[src/rtl/dot_product_engine_if.sv]
// Operand, control and byte-serial result bus of the dot-product engine.
// The engine sits on the slave side; the operand loaders and output consumer form the master side.
interface dot_product_engine_if #(
  parameter int N_ELEM   = 16,
  parameter int DATA_W   = 8,
  parameter int WEIGHT_W = 2,
  parameter int ACC_W    = 16
);
  logic                         start;
  logic [N_ELEM*WEIGHT_W-1:0]   weights;
  logic [N_ELEM*DATA_W-1:0]     data;
  logic                         busy;
  logic                         done;
  logic [ACC_W-1:0]             result;
  logic [7:0]                   out_byte;
  logic                         out_valid;
  logic                         out_ready;

  modport master (
    output start, weights, data, out_ready,
    input  busy, done, result, out_byte, out_valid
  );

  modport slave (
    input  start, weights, data, out_ready,
    output busy, done, result, out_byte, out_valid
  );
endinterface

[src/rtl/dot_product_engine.sv]
// Sequential signed MAC over snapshotted weight/data vectors, one element per cycle,
// followed by LSB-first byte-serial streaming of the result over valid/ready.
module dot_product_engine #(
  parameter int N_ELEM   = 16,
  parameter int DATA_W   = 8,
  parameter int WEIGHT_W = 2,
  parameter int ACC_W    = 16
) (
  input  logic                 clk,
  input  logic                 rst,
  dot_product_engine_if.slave  bus
);
  localparam int N_BYTES = ACC_W / 8;
  localparam int IDX_W   = (N_ELEM > 1) ? $clog2(N_ELEM) : 1;
  localparam int K_W     = (N_BYTES > 1) ? $clog2(N_BYTES) : 1;
  localparam logic [IDX_W-1:0] LAST_IDX = IDX_W'(N_ELEM - 1);
  localparam logic [K_W-1:0]   LAST_K   = K_W'(N_BYTES - 1);

  typedef enum logic [1:0] {IDLE, MAC, OUT} state_t;

  state_t                      state_q, state_d;
  logic [N_ELEM*WEIGHT_W-1:0]  w_snap_q, w_snap_d;
  logic [N_ELEM*DATA_W-1:0]    d_snap_q, d_snap_d;
  logic [ACC_W-1:0]            acc_q, acc_d;
  logic [IDX_W-1:0]            idx_q, idx_d;
  logic [K_W-1:0]              k_q, k_d;
  logic [ACC_W-1:0]            result_q, result_d;
  logic                        busy_q, busy_d;
  logic                        done_q, done_d;
  logic                        out_valid_q, out_valid_d;
  logic [7:0]                  out_byte_q, out_byte_d;

  logic [WEIGHT_W-1:0]         w_elem [N_ELEM];
  logic [DATA_W-1:0]           d_elem [N_ELEM];
  logic [7:0]                  res_byte [N_BYTES];
  logic [WEIGHT_W-1:0]         w_cur;
  logic [DATA_W-1:0]           d_cur;
  logic [ACC_W-1:0]            w_ext, d_ext, prod, mac_sum;
  logic                        handshake;

  genvar gi;
  generate
    for (gi = 0; gi < N_ELEM; gi++) begin : g_elem
      assign w_elem[gi] = w_snap_q[gi*WEIGHT_W +: WEIGHT_W];
      assign d_elem[gi] = d_snap_q[gi*DATA_W +: DATA_W];
    end
    for (gi = 0; gi < N_BYTES; gi++) begin : g_byte
      assign res_byte[gi] = result_d[gi*8 +: 8];
    end
  endgenerate

  // A single multiplier, time-shared across elements; products wrap at ACC_W bits.
  assign w_cur     = w_elem[idx_q];
  assign d_cur     = d_elem[idx_q];
  assign w_ext     = {{(ACC_W-WEIGHT_W){w_cur[WEIGHT_W-1]}}, w_cur};
  assign d_ext     = {{(ACC_W-DATA_W){d_cur[DATA_W-1]}}, d_cur};
  assign prod      = w_ext * d_ext;
  assign mac_sum   = acc_q + prod;
  assign handshake = (state_q == OUT) && bus.out_ready;

  always_ff @(posedge clk) begin
    if (rst) begin
      state_q <= IDLE;
    end else begin
      state_q <= state_d;
    end
  end

  always_comb begin
    state_d = state_q;
    case (state_q)
      IDLE:    if (bus.start) state_d = MAC;
      MAC:     if (idx_q == LAST_IDX) state_d = OUT;
      OUT:     if (handshake && (k_q == LAST_K)) state_d = IDLE;
      default: state_d = IDLE;
    endcase
  end

  always_comb begin
    w_snap_d = w_snap_q;
    d_snap_d = d_snap_q;
    acc_d    = acc_q;
    idx_d    = idx_q;
    k_d      = k_q;
    result_d = result_q;
    case (state_q)
      IDLE: begin
        if (bus.start) begin
          w_snap_d = bus.weights;
          d_snap_d = bus.data;
          acc_d    = '0;
          idx_d    = '0;
          result_d = '0;
        end
      end
      MAC: begin
        acc_d = mac_sum;
        idx_d = idx_q + 1'b1;
        if (idx_q == LAST_IDX) begin
          result_d = mac_sum;
          k_d      = '0;
        end
      end
      OUT: begin
        if (handshake) k_d = (k_q == LAST_K) ? '0 : k_q + 1'b1;
      end
      default: ;
    endcase
  end

  // Outputs are decoded from next-state values so they can be registered without extra latency.
  always_comb begin
    busy_d      = (state_d != IDLE);
    out_valid_d = (state_d == OUT);
    out_byte_d  = out_valid_d ? res_byte[k_d] : 8'h00;
    done_d      = (state_q == OUT) && (state_d == IDLE);
  end

  always_ff @(posedge clk) begin
    if (rst) begin
      w_snap_q    <= '0;
      d_snap_q    <= '0;
      acc_q       <= '0;
      idx_q       <= '0;
      k_q         <= '0;
      result_q    <= '0;
      busy_q      <= 1'b0;
      done_q      <= 1'b0;
      out_valid_q <= 1'b0;
      out_byte_q  <= 8'h00;
    end else begin
      w_snap_q    <= w_snap_d;
      d_snap_q    <= d_snap_d;
      acc_q       <= acc_d;
      idx_q       <= idx_d;
      k_q         <= k_d;
      result_q    <= result_d;
      busy_q      <= busy_d;
      done_q      <= done_d;
      out_valid_q <= out_valid_d;
      out_byte_q  <= out_byte_d;
    end
  end

  assign bus.busy      = busy_q;
  assign bus.done      = done_q;
  assign bus.result    = result_q;
  assign bus.out_valid = out_valid_q;
  assign bus.out_byte  = out_byte_q;
endmodule

[src/flat_wrapper.sv]
// flat-port wrapper written by rule: the top's interface ports become plain ports
module dot_product_engine_flat 
#(
  parameter int N_ELEM   = 16,
  parameter int DATA_W   = 8,
  parameter int WEIGHT_W = 2,
  parameter int ACC_W    = 16
)
  (clk, rst, bus_start, bus_weights, bus_data, bus_out_ready, bus_busy, bus_done, bus_result, bus_out_byte, bus_out_valid);
  dot_product_engine_if #(.N_ELEM(N_ELEM), .DATA_W(DATA_W), .WEIGHT_W(WEIGHT_W), .ACC_W(ACC_W)) bus_i ();
  input  logic clk;
  input  logic rst;
  input wire logic [$bits(bus_i.start)-1:0] bus_start;
  input wire logic [$bits(bus_i.weights)-1:0] bus_weights;
  input wire logic [$bits(bus_i.data)-1:0] bus_data;
  input wire logic [$bits(bus_i.out_ready)-1:0] bus_out_ready;
  output wire logic [$bits(bus_i.busy)-1:0] bus_busy;
  output wire logic [$bits(bus_i.done)-1:0] bus_done;
  output wire logic [$bits(bus_i.result)-1:0] bus_result;
  output wire logic [$bits(bus_i.out_byte)-1:0] bus_out_byte;
  output wire logic [$bits(bus_i.out_valid)-1:0] bus_out_valid;
  assign bus_i.start = bus_start;
  assign bus_i.weights = bus_weights;
  assign bus_i.data = bus_data;
  assign bus_i.out_ready = bus_out_ready;
  assign bus_busy = bus_i.busy;
  assign bus_done = bus_i.done;
  assign bus_result = bus_i.result;
  assign bus_out_byte = bus_i.out_byte;
  assign bus_out_valid = bus_i.out_valid;
  dot_product_engine #(.N_ELEM(N_ELEM), .DATA_W(DATA_W), .WEIGHT_W(WEIGHT_W), .ACC_W(ACC_W)) u_core (.clk(clk), .rst(rst), .bus(bus_i));
endmodule
[config.mk]
export PLATFORM = sky130hd
export DESIGN_NAME = dot_product_engine_flat
export DESIGN_NICKNAME = d
export VERILOG_FILES = /design/src/rtl/dot_product_engine_if.sv /design/src/rtl/dot_product_engine.sv /design/src/flat_wrapper.sv
export SDC_FILE = /design/constraint.sdc
export NUM_CORES = 1
export LEC_CHECK = 0
export BUFFER_PORTS_ARGS = -buffer_cell sky130_fd_sc_hd__buf_2
export CORE_UTILIZATION = 55
export DETAILED_ROUTE_END_ITERATION = 6
export GPL_TIMING_DRIVEN = 0
export PLACE_DENSITY_LB_ADDON = 0.3
export SKIP_LAST_GASP = 1
export SYNTH_ARGS = -nofsm -noshare
export SYNTH_HDL_FRONTEND = slang
export SYNTH_SLANG_ARGS = --single-unit
[constraint.sdc]
create_clock -name clk -period 14.8 [get_ports clk]
set_clock_uncertainty 0.05 [all_clocks]
set_input_delay 2.22 -clock clk [delete_from_list [all_inputs] [get_ports clk]]
set_output_delay 2.22 -clock clk [all_outputs]
set_load 0.1 [all_outputs]
Word level (Yosys, flattened, before mapping)
Cells that the tools add are included.
Storage, ports and cells
  bits in registers: 210
  bits in latches: 0
  memory bits (writable): 0
  memory bits (read-only): 0
  input bits: 164
  output and inout bits: 27
  word-level logic and storage cells: 59
  memories kept: 0
Cells by class
  add/sub/neg operators: 3
  multipliers: 1
  divide/modulo/power cells: 0
  $lt $le $gt $ge: 2
  equality and inequality tests: 5
  shifts and indexed selects: 0
  muxes and demuxes: 24
  bitwise logic cells: 3
  reductions and logical operators: 10
Operator list (count)
  16-bit case mux with 2 select lines: 2
  16-bit two-way mux: 3
  8-bit two-way mux: 5
  8-bit binary-select mux with 4-bit select: 1
  16-bit adder: 1
  2-bit by 8-bit multiplier with 10-bit output: 1
  2-bit two-way mux: 5
  2-bit binary-select mux with 4-bit select: 1
  4-bit case mux with 2 select lines: 1
  2-bit case mux with 3 select lines: 1
  5-bit greater-or-equal comparator, second input constant: 1
  4-bit NOT with 5-bit output: 1
  4-bit by 1-bit adder with 4-bit output, second input constant: 1
  2-bit equality test, second input constant: 2
  4-bit equality test, second input constant: 1
  2-bit logical NOT: 2
  4-bit two-way mux: 1
  2-bit AND reduction: 2
  2-bit nonzero test: 2
  1-bit logical AND: 3
  1-bit two-way mux: 3
  2-bit by 1-bit equality test with 1-bit output, second input constant: 1
  2-bit greater-or-equal comparator, second input constant: 1
  2-bit inequality test, second input constant: 1
  other kinds (5): 5

Depth between registers and ports, before layout
Gate-level depths: netlist of run 1.
  depth after elaboration: 11
  gate-level depth with buffers: 26
  depth with buffers taken out: 24

Worst setup path after synthesis of run 1
No wires, ideal clock.
  path kind: reg-to-reg
  from: register u_core.idx_q[0]
  to: register u_core.out_byte_q[6], in the netlist u_core.bus.out_byte[6]
  data arrival time: 5.164 ns
  required time: 14.613 ns
  path slack: 9.449 ns
  cell stages (with the launch flop): 21
  buffers on the path: 3
  clock period less this slack: 5.351 ns
  path through: dfxtp_1 buf_2 buf_4 mux4_2 mux4_2 and2_1 ha_1 ha_1 a21o_1 a221oi_2 a21oi_1 xnor2_2 ha_1 buf_6 a21o_1 a211o_1 a21oi_1 a211oi_1 or3_1 a32oi_1 a211oi_1
On the way
  longest elaborated chain between the ends: 11
  elaborated cells between the ends (all ways): 23
RTL lines
  start: declaration: line dot_product_engine.sv:25  | logic [IDX_W-1:0] idx_q, idx_d;
  start signal: assignment: line dot_product_engine.sv:135  | idx_q <= idx_d;
  4-bit NOT with 5-bit output (not written as such): line dot_product_engine.sv:53, dot_product_engine.sv:54
  2-bit binary-select mux with 4-bit select or 8-bit binary-select mux with 4-bit select (tied branches): line dot_product_engine.sv:53, dot_product_engine.sv:54
  2-bit two-way mux (not written as such) or 8-bit two-way mux (tied branches) (2 in a row): line dot_product_engine.sv:53, dot_product_engine.sv:54
  2-bit by 8-bit multiplier with 10-bit output: line dot_product_engine.sv:57  | assign prod = w_ext * d_ext;
  16-bit adder: line dot_product_engine.sv:58  | assign mac_sum = acc_q + prod;
  16-bit two-way mux: line dot_product_engine.sv:99  | if (idx_q == LAST_IDX) begin
  16-bit case mux with 2 select lines: line dot_product_engine.sv:86  | case (state_q)
  8-bit two-way mux (not written as such) (3 in a row): line dot_product_engine.sv:115  | out_byte_d = out_valid_d ? res_byte[k_d] : 8'h00;
  end signal: assignment: line dot_product_engine.sv:141  | out_byte_q <= out_byte_d;
  end: declaration: line dot_product_engine.sv:31  | logic [7:0] out_byte_q, out_byte_d;
Parallel ways exist; a longest one is shown, timed or not. The select of a mux whose other input is x is not followed.
A chain may end at the register's enable or synchronous reset.

Worst setup path after layout of run 1
  from: register u_core.idx_q[1]
  to: register u_core.out_byte_q[6], in the netlist u_core.bus.out_byte[6]
Same word-level chain as after synthesis.

==> flow_summary.json, run 1 <==
{
  "setup-violations-final": 0,
  "tritoncts": "yes",
  "min_path_type": "reg2reg",
  "layout_overhead_on_the_synthesized_area_pct": 20.1,
  "critical_path.max_stage_delay_ns": 0.76,
  "cts.path.max_buffers": 3,
  "critical_path.most_common_cell": "ha_1",
  "placedCellCount": 1542,
  "final_critical_path_setup_slack_ns": 8.32,
  "insertion_delay_ns": 0.51,
  "cell_by_cell_listing_of_the_critical_path": "clkbuf_1, clkbuf_1, mux4_2, mux2_2, o21ai_2, nor2_1, ha_1, ha_1, and3_1, a221oi_2, a21oi_1, xnor2_2, ha_1, buf_6, a21o_1, a211o_1, a21oi_1, a211oi_1, or3_1, a32oi_1, a211oi_1",
  "critical_path_fanout_max": 10,
  "post_route_total_power_mw": 1.36,
  "cts_buffers": 21,
  "die_x_um": 135,
  "synth-async-reset-ratio_pct": 0,
  "cp_data_arrival_time_ns": 6.79,
  "postSynthAreaPerCell_um2": 8.64,
  "worst-slew-pin-transition_ns": 0.955,
  "port-buffer-count": 189,
  "top_level_ports": 191,
  "cts_setup_buffers": 0,
  "routedWlPerCell_um": 17.6,
  "cts_max_level": 1,
  "vdd_ir_drop_max_v": 0.0000816,
  "synth_seq_area_share_pct": 43.1,
  "drc": 0,
  "antenna_cells": 0,
  "setup.worst_path.class": "reg2reg",
  "drt_first_pass_iters": 6,
  "floorplan.initialDensity_pct": 56.4,
  "routed-via-count": 9040,
  "cts.reportedPaths.clkPinSlew_ns": 0.06,
  "cp-start-kind": "flop",
  "final.period_utilization_pct": 43.8,
  "synth_enable_flop_cells": 0,
  "top_reg_cell_synth": "dfxtp_1",
  "status": "finished, final reports clean",
  "holdBufCountCts": 0,
  "globalRoute.busiestLayer": "met2",
  "drive_gt1_share_pct": 21.6,
  "cts_sinks": 210,
  "most-common-layout-cells": "nand2_1 (341), dfxtp_1 (210), buf_2 (194)",
  "power.leakage_nw": 4.93,
  "cp_slowest_cell": "clkbuf_1",
  "yosysUniqueCellTypes": 57,
  "globalRoute.totalOverflow": 0,
  "route.detailed.vias_per_inst": 5.72,
  "critical_path.endpoint_type": "flop",
  "report.final.slew_viol_count": 0,
  "post_cts_resized": 0,
  "grt.met1_usage_pct": 39.9,
  "global_route.usage.total_pct": 30.5,
  "rows": 48,
  "critical-path-top-delay-family": "compound AO/OA/AOI/OAI gates",
  "grt_antenna_before_repair": 0,
  "timing.critical_path.buf_inv": 3,
  "fin_nets": 1542,
  "routed_wl_mm": 27.8,
  "grt_setup_unrepaired": "no",
  "root_buffer": "clkbuf_16",
  "antenna_left": 0,
  "chipHeight_um": 135,
  "finalHoldWorstSlack_ns": 0.398,
  "global_route.usage.met2_pct": 52.3,
  "dr.first_iter.drc_count": 819,
  "timing.setup.tns_ns": 0,
  "ys_ff_latch": 210,
  "synth_cells": 1128,
  "synthesis.nets": 1330,
  "drv_cap": 0,
  "layout.cells.non_filler": 1580,
  "layout_commonest_cell": "nand2_1",
  "vias_in_the_first_global_route": 8548,
  "grt_first_pass_wirelength_mm": 43.1,
  "maximum_number_of_pins_on_one_net_before_global_route_repair": 16,
  "die-area_um2": 18300,
  "dp_hpwl_mm": 20.8,
  "critical_path_required_ns": 15.11,
  "power.density_nw_per_um2": 116,
  "synth_warnings": 0,
  "met3_global_route_usage_pct": 3.63,
  "fmax_mhz": 154,
  "layout_min_cycle_time_ns": 6.48,
  "synthesis.area_um2": 9750,
  "gp_congestion": 0.904,
  "fp.coreArea_um2": 17300,
  "post_place_worst_slack_ns": 8.41,
  "report.final.hold_viol_count": 0,
  "timing.slew.headroom_pct": 36.4
}
## cells by family after synthesis
kind of cell / synth area share [%]
and+or+nand+nor: 17.8
muxes: 11.7
AOI/OAI and AO/OA: 16.1
adders and majority gates: 5.11
DFF: 43.1
buffers and inverters: 4.34
xor gates and xnor gates: 1.85
## per-layer routing
layer | up-vias | wire, um | part of all wire (%)
met4 | 0 | 994 | 3.6
met5 | - | 0 | 0
li1 | 4292 | - | -
met2 | 416 | 13400 | 48
met3 | 72 | 2150 | 7.7
met1 | 4260 | 11200 | 40
## power by group
group	leakage (nW)	switching, mW	internal, mW
sequential	1.72	0.0167	0.595
clock	0.357	0.226	0.335
combinational	2.85	0.112	0.0732
## stage by stage
stage | instance area [um^2] | utilization [%]
after floorplan | 9750 | -
after global placement | 11000 | 63.5
after detailed placement | 11000 | 63.5
after CTS | 11700 | 67.7
after global routing | 11700 | 67.7
final | 11700 | 67.7
## cell type report
cell class                      instances  area [um^2]
Inverter                               19         71.3
Sequential cell                       210         4200
Tap cell                              225          282
Buffer                                 85          352
Clock buffer                           27          588
Clock inverter                         11          143
Fill cell                            1399         5590
Timing Repair Buffer                  189          946
Multi-Input combinational cell        814         5120
## final timing paths
kind / startpoint / end / slack [ns] / cells after the start
min reg2reg: u_core.acc_q[14] / u_core.acc_q[14] / 0.40 / 2
max reg2reg: u_core.idx_q[1] / u_core.bus.out_byte[6] / 8.32 / 21
max: u_core.idx_q[1] / u_core.bus.out_byte[6] / 8.32 / 21
min: u_core.acc_q[14] / u_core.acc_q[14] / 0.40 / 2
## sequential cells by signal, indices dropped and copies added, names as in the netlist
signal / count
u_core.bus.done: 1
u_core.bus.out_byte: 8
u_core.bus.busy: 1
u_core.bus.result: 16
u_core.k_q: 1
u_core.acc_q: 16
u_core.state_q: 2
u_core.w_snap_q: 32
u_core.idx_q: 4
u_core.d_snap_q: 128
u_core.bus.out_valid: 1
## synthesized netlist by cell type, types with 2 or more instances
master	n	area [um^2]
xor2_1	5	43.8
buf_2	5	25.0
and2_1	13	81.3
nand2b_1	4	25.0
a32oi_1	2	17.5
dfxtp_1	210	4200
inv_1	19	71.3
mux2i_1	3	30.0
o21ai_1	3	15.0
nor2_1	57	214
buf_6	3	33.8
a21oi_1	187	936
xnor2_1	11	96.3
and3_1	2	12.5
clkbuf_1	68	255
nand4_1	3	18.8
ha_1	35	438
buf_1	8	30.0
nand3_1	8	40.0
or2_1	2	12.5
a21o_1	10	75.1
mux4_2	49	1100
o211ai_1	3	22.5
a211oi_1	7	52.6
fa_1	3	60.1
a22oi_1	25	188
o21ai_0	10	50.1
a32o_1	2	20.0
o21a_1	3	22.5
nand2_1	341	1280
## worst reg2reg max path: cells and delay by family, from the launching register on
kind,cells,cell delay [ns]
compound gates,9,1.90
xor+xnor,1,0.45
fa+ha+maj,3,1.03
buf+inv,3,1.16
flops,1,0.34
mux,2,0.72
simple gates,3,0.73
Power figures use the tool's default switching activity.
==> run 2: changes to the inputs <==
- CORE_UTILIZATION: 55 -> 50
- clock period: 14.8 -> 5.95 ns (I/O delays scaled with it)
==> run 2 against run 1 <==
  * Largest power group unchanged
  * First-iteration DRC count decreased by 22%
  * Final cell count grew 2.5%
  * Critical path depth down 1
  * Clock power grew 150%
==> flow_summary.json, run 2 (synthesis results as in run 1) <==
{
  "antenna_cells": 0,
  "max_ffs_per_register": 128,
  "report.final.hold_viol_count": 0,
  "layout_commonest_cell": "nand2_1",
  "layout_overhead_on_the_synthesized_area_pct": 21.7,
  "drc": 0,
  "grt_first_pass_wirelength_mm": 44.1,
  "critical_path_required_ns": 6.27,
  "fmax_mhz": 174,
  "antenna_left": 0,
  "power.density_nw_per_um2": 284,
  "cp-start-kind": "flop",
  "floorplan.initialDensity_pct": 51.6,
  "filler_cell_count": 1704,
  "tritoncts": "yes",
  "timing.setup.tns_ns": 0,
  "cts_buffers": 22,
  "cts.path.max_buffers": 3,
  "routedWlPerCell_um": 17.6,
  "critical_path_fanout_max": 10,
  "setup.reg_to_reg.worst_slack_ns": 0.20,
  "cts_max_level": 1,
  "rows": 50,
  "cts_sinks": 210,
  "timing.rr.end": "u_core.bus.out_byte[6]",
  "route.detailed.vias_per_inst": 5.51,
  "post_place_worst_slack_ns": -0.487,
  "power.leakage_nw": 4.97,
  "reg.largest.list": "u_core.d_snap_q x128, u_core.w_snap_q x32",
  "most-common-layout-cells": "nand2_1 (341), dfxtp_1 (210), buf_2 (192)",
  "root_buffer": "clkbuf_16",
  "top_level_ports": 191,
  "global_route.usage.total_pct": 28.5,
  "worst-slew-pin-transition_ns": 0.847,
  "dr.first_iter.drc_count": 636,
  "grt_antenna_before_repair": 0,
  "routed-via-count": 8926,
  "startpoint": "u_core.idx_q[0]",
  "report.final.slew_viol_count": 0,
  "layout_min_cycle_time_ns": 5.75,
  "port-buffer-count": 189,
  "globalRoute.totalOverflow": 0,
  "finalHoldWorstSlack_ns": 0.396,
  "crit_end": "u_core.bus.out_byte[6]",
  "critical_path.endpoint_type": "flop",
  "r2r_cell_count": 20,
  "fin_nets": 1547,
  "routed_wl_mm": 28.5,
  "dp_hpwl_mm": 21.4,
  "holdBufCountCts": 0,
  "maximum_number_of_pins_on_one_net_before_global_route_repair": 15,
  "min_path_type": "reg2reg",
  "fp.coreArea_um2": 18900,
  "drt_first_pass_iters": 7,
  "chipHeight_um": 142,
  "die_x_um": 142,
  "cp_data_arrival_time_ns": 6.07,
  "insertion_delay_ns": 0.50,
  "timing.slew.headroom_pct": 43.6,
  "vias_in_the_first_global_route": 8729,
  "drive_gt1_share_pct": 22.4,
  "final.period_utilization_pct": 96.7,
  "cts.reportedPaths.clkPinSlew_ns": 0.06,
  "largest_register": "u_core.d_snap_q",
  "status": "finished, final reports clean",
  "post_route_total_power_mw": 3.37,
  "drv_cap": 0,
  "die-area_um2": 20100,
  "setup.worst_path.class": "reg2reg",
  "r2r_start": "u_core.idx_q[0]",
  "final_critical_path_setup_slack_ns": 0.196,
  "setup-violations-final": 0,
  "gp_congestion": 0.891,
  "vdd_ir_drop_max_v": 0.000198
}
[run 2: worst max-delay path, stage by stage, from the launching register on]
cell      delay, ns
dfxtp_1        0.37
buf_6          0.17
buf_12         0.17
mux4_2         0.53
mux4_2         0.58
and2_1         0.18
ha_1           0.28
ha_1           0.36
and3_1         0.22
a221oi_2       0.29
a21oi_1        0.16
xnor2_2        0.26
ha_1           0.30
buf_6          0.14
a21o_1         0.19
a211o_1        0.31
nor2_1         0.15
a211oi_1       0.11
or3_1          0.41
a32oi_2        0.26
a211oi_1       0.11
[run 2: repair_timing]
item,CTS,global route
setup buffers,1,4
pin swaps,1,3
endpoints found under the setup margin,18,18
gates resized for setup,4,26
cloned,0,0
hold endpoints to repair,0,0
[run 2: how the worst min path moves through the flow]
stage / from / to / slack, ns / depth (start not counted)
3_5_place_dp: u_core.acc_q[14] / u_core.acc_q[14] / 0.39 / 2
2_1_floorplan: u_core.acc_q[14] / u_core.acc_q[14] / 0.37 / 2
4_1_cts: u_core.acc_q[14] / u_core.acc_q[14] / 0.40 / 2
6_report: u_core.acc_q[14] / u_core.acc_q[14] / 0.40 / 2
5_1_grt: u_core.d_snap_q[40] / u_core.d_snap_q[40] / 0.42 / 2
3_3_place_gp: u_core.d_snap_q[124] / u_core.d_snap_q[124] / 0.39 / 2
[run 2: final cells by class]
type | instances | area (um^2) | share of cell area [%]
clock buffer | 34 | 677 | 5.71
buffer | 84 | 392 | 3.30
timing repair buffer | 194 | 983 | 8.29
tap | 260 | 325 | 2.74
inverter | 19 | 71.3 | 0.601
sequential | 210 | 4200 | 35.4
clock inverter | 4 | 51.3 | 0.432
multi-input combinational | 814 | 5160 | 43.5
[run 2: metal layers]
metal,up-vias,routed length (um),GRT usage [%]
li1,4297,-,-
met1,4224,12000,37.2
met2,338,13700,48.5
met3,67,1750,3.21
met4,0,1050,11.4
met5,-,0,0
[run 2: report_power, final]
part           total [mW]  internal, mW  switching, mW
clock                1.38         0.824          0.554
sequential           1.52          1.48         0.0413
combinational       0.473         0.189          0.284
total                3.37          2.49          0.880
[run 2: per-stage QoR]
| stage | area [um^2] | cells | util [%] |
|---|---|---|---|
| 2_1_floorplan | 9750 | 1128 | - |
| 3_3_place_gp | 11000 | 1577 | 58.3 |
| 3_5_place_dp | 11000 | 1577 | 58.3 |
| 4_1_cts | 11800 | 1616 | 62.2 |
| 5_1_grt | 11900 | 1619 | 62.8 |
| 6_report | 11900 | 1619 | 62.8 |
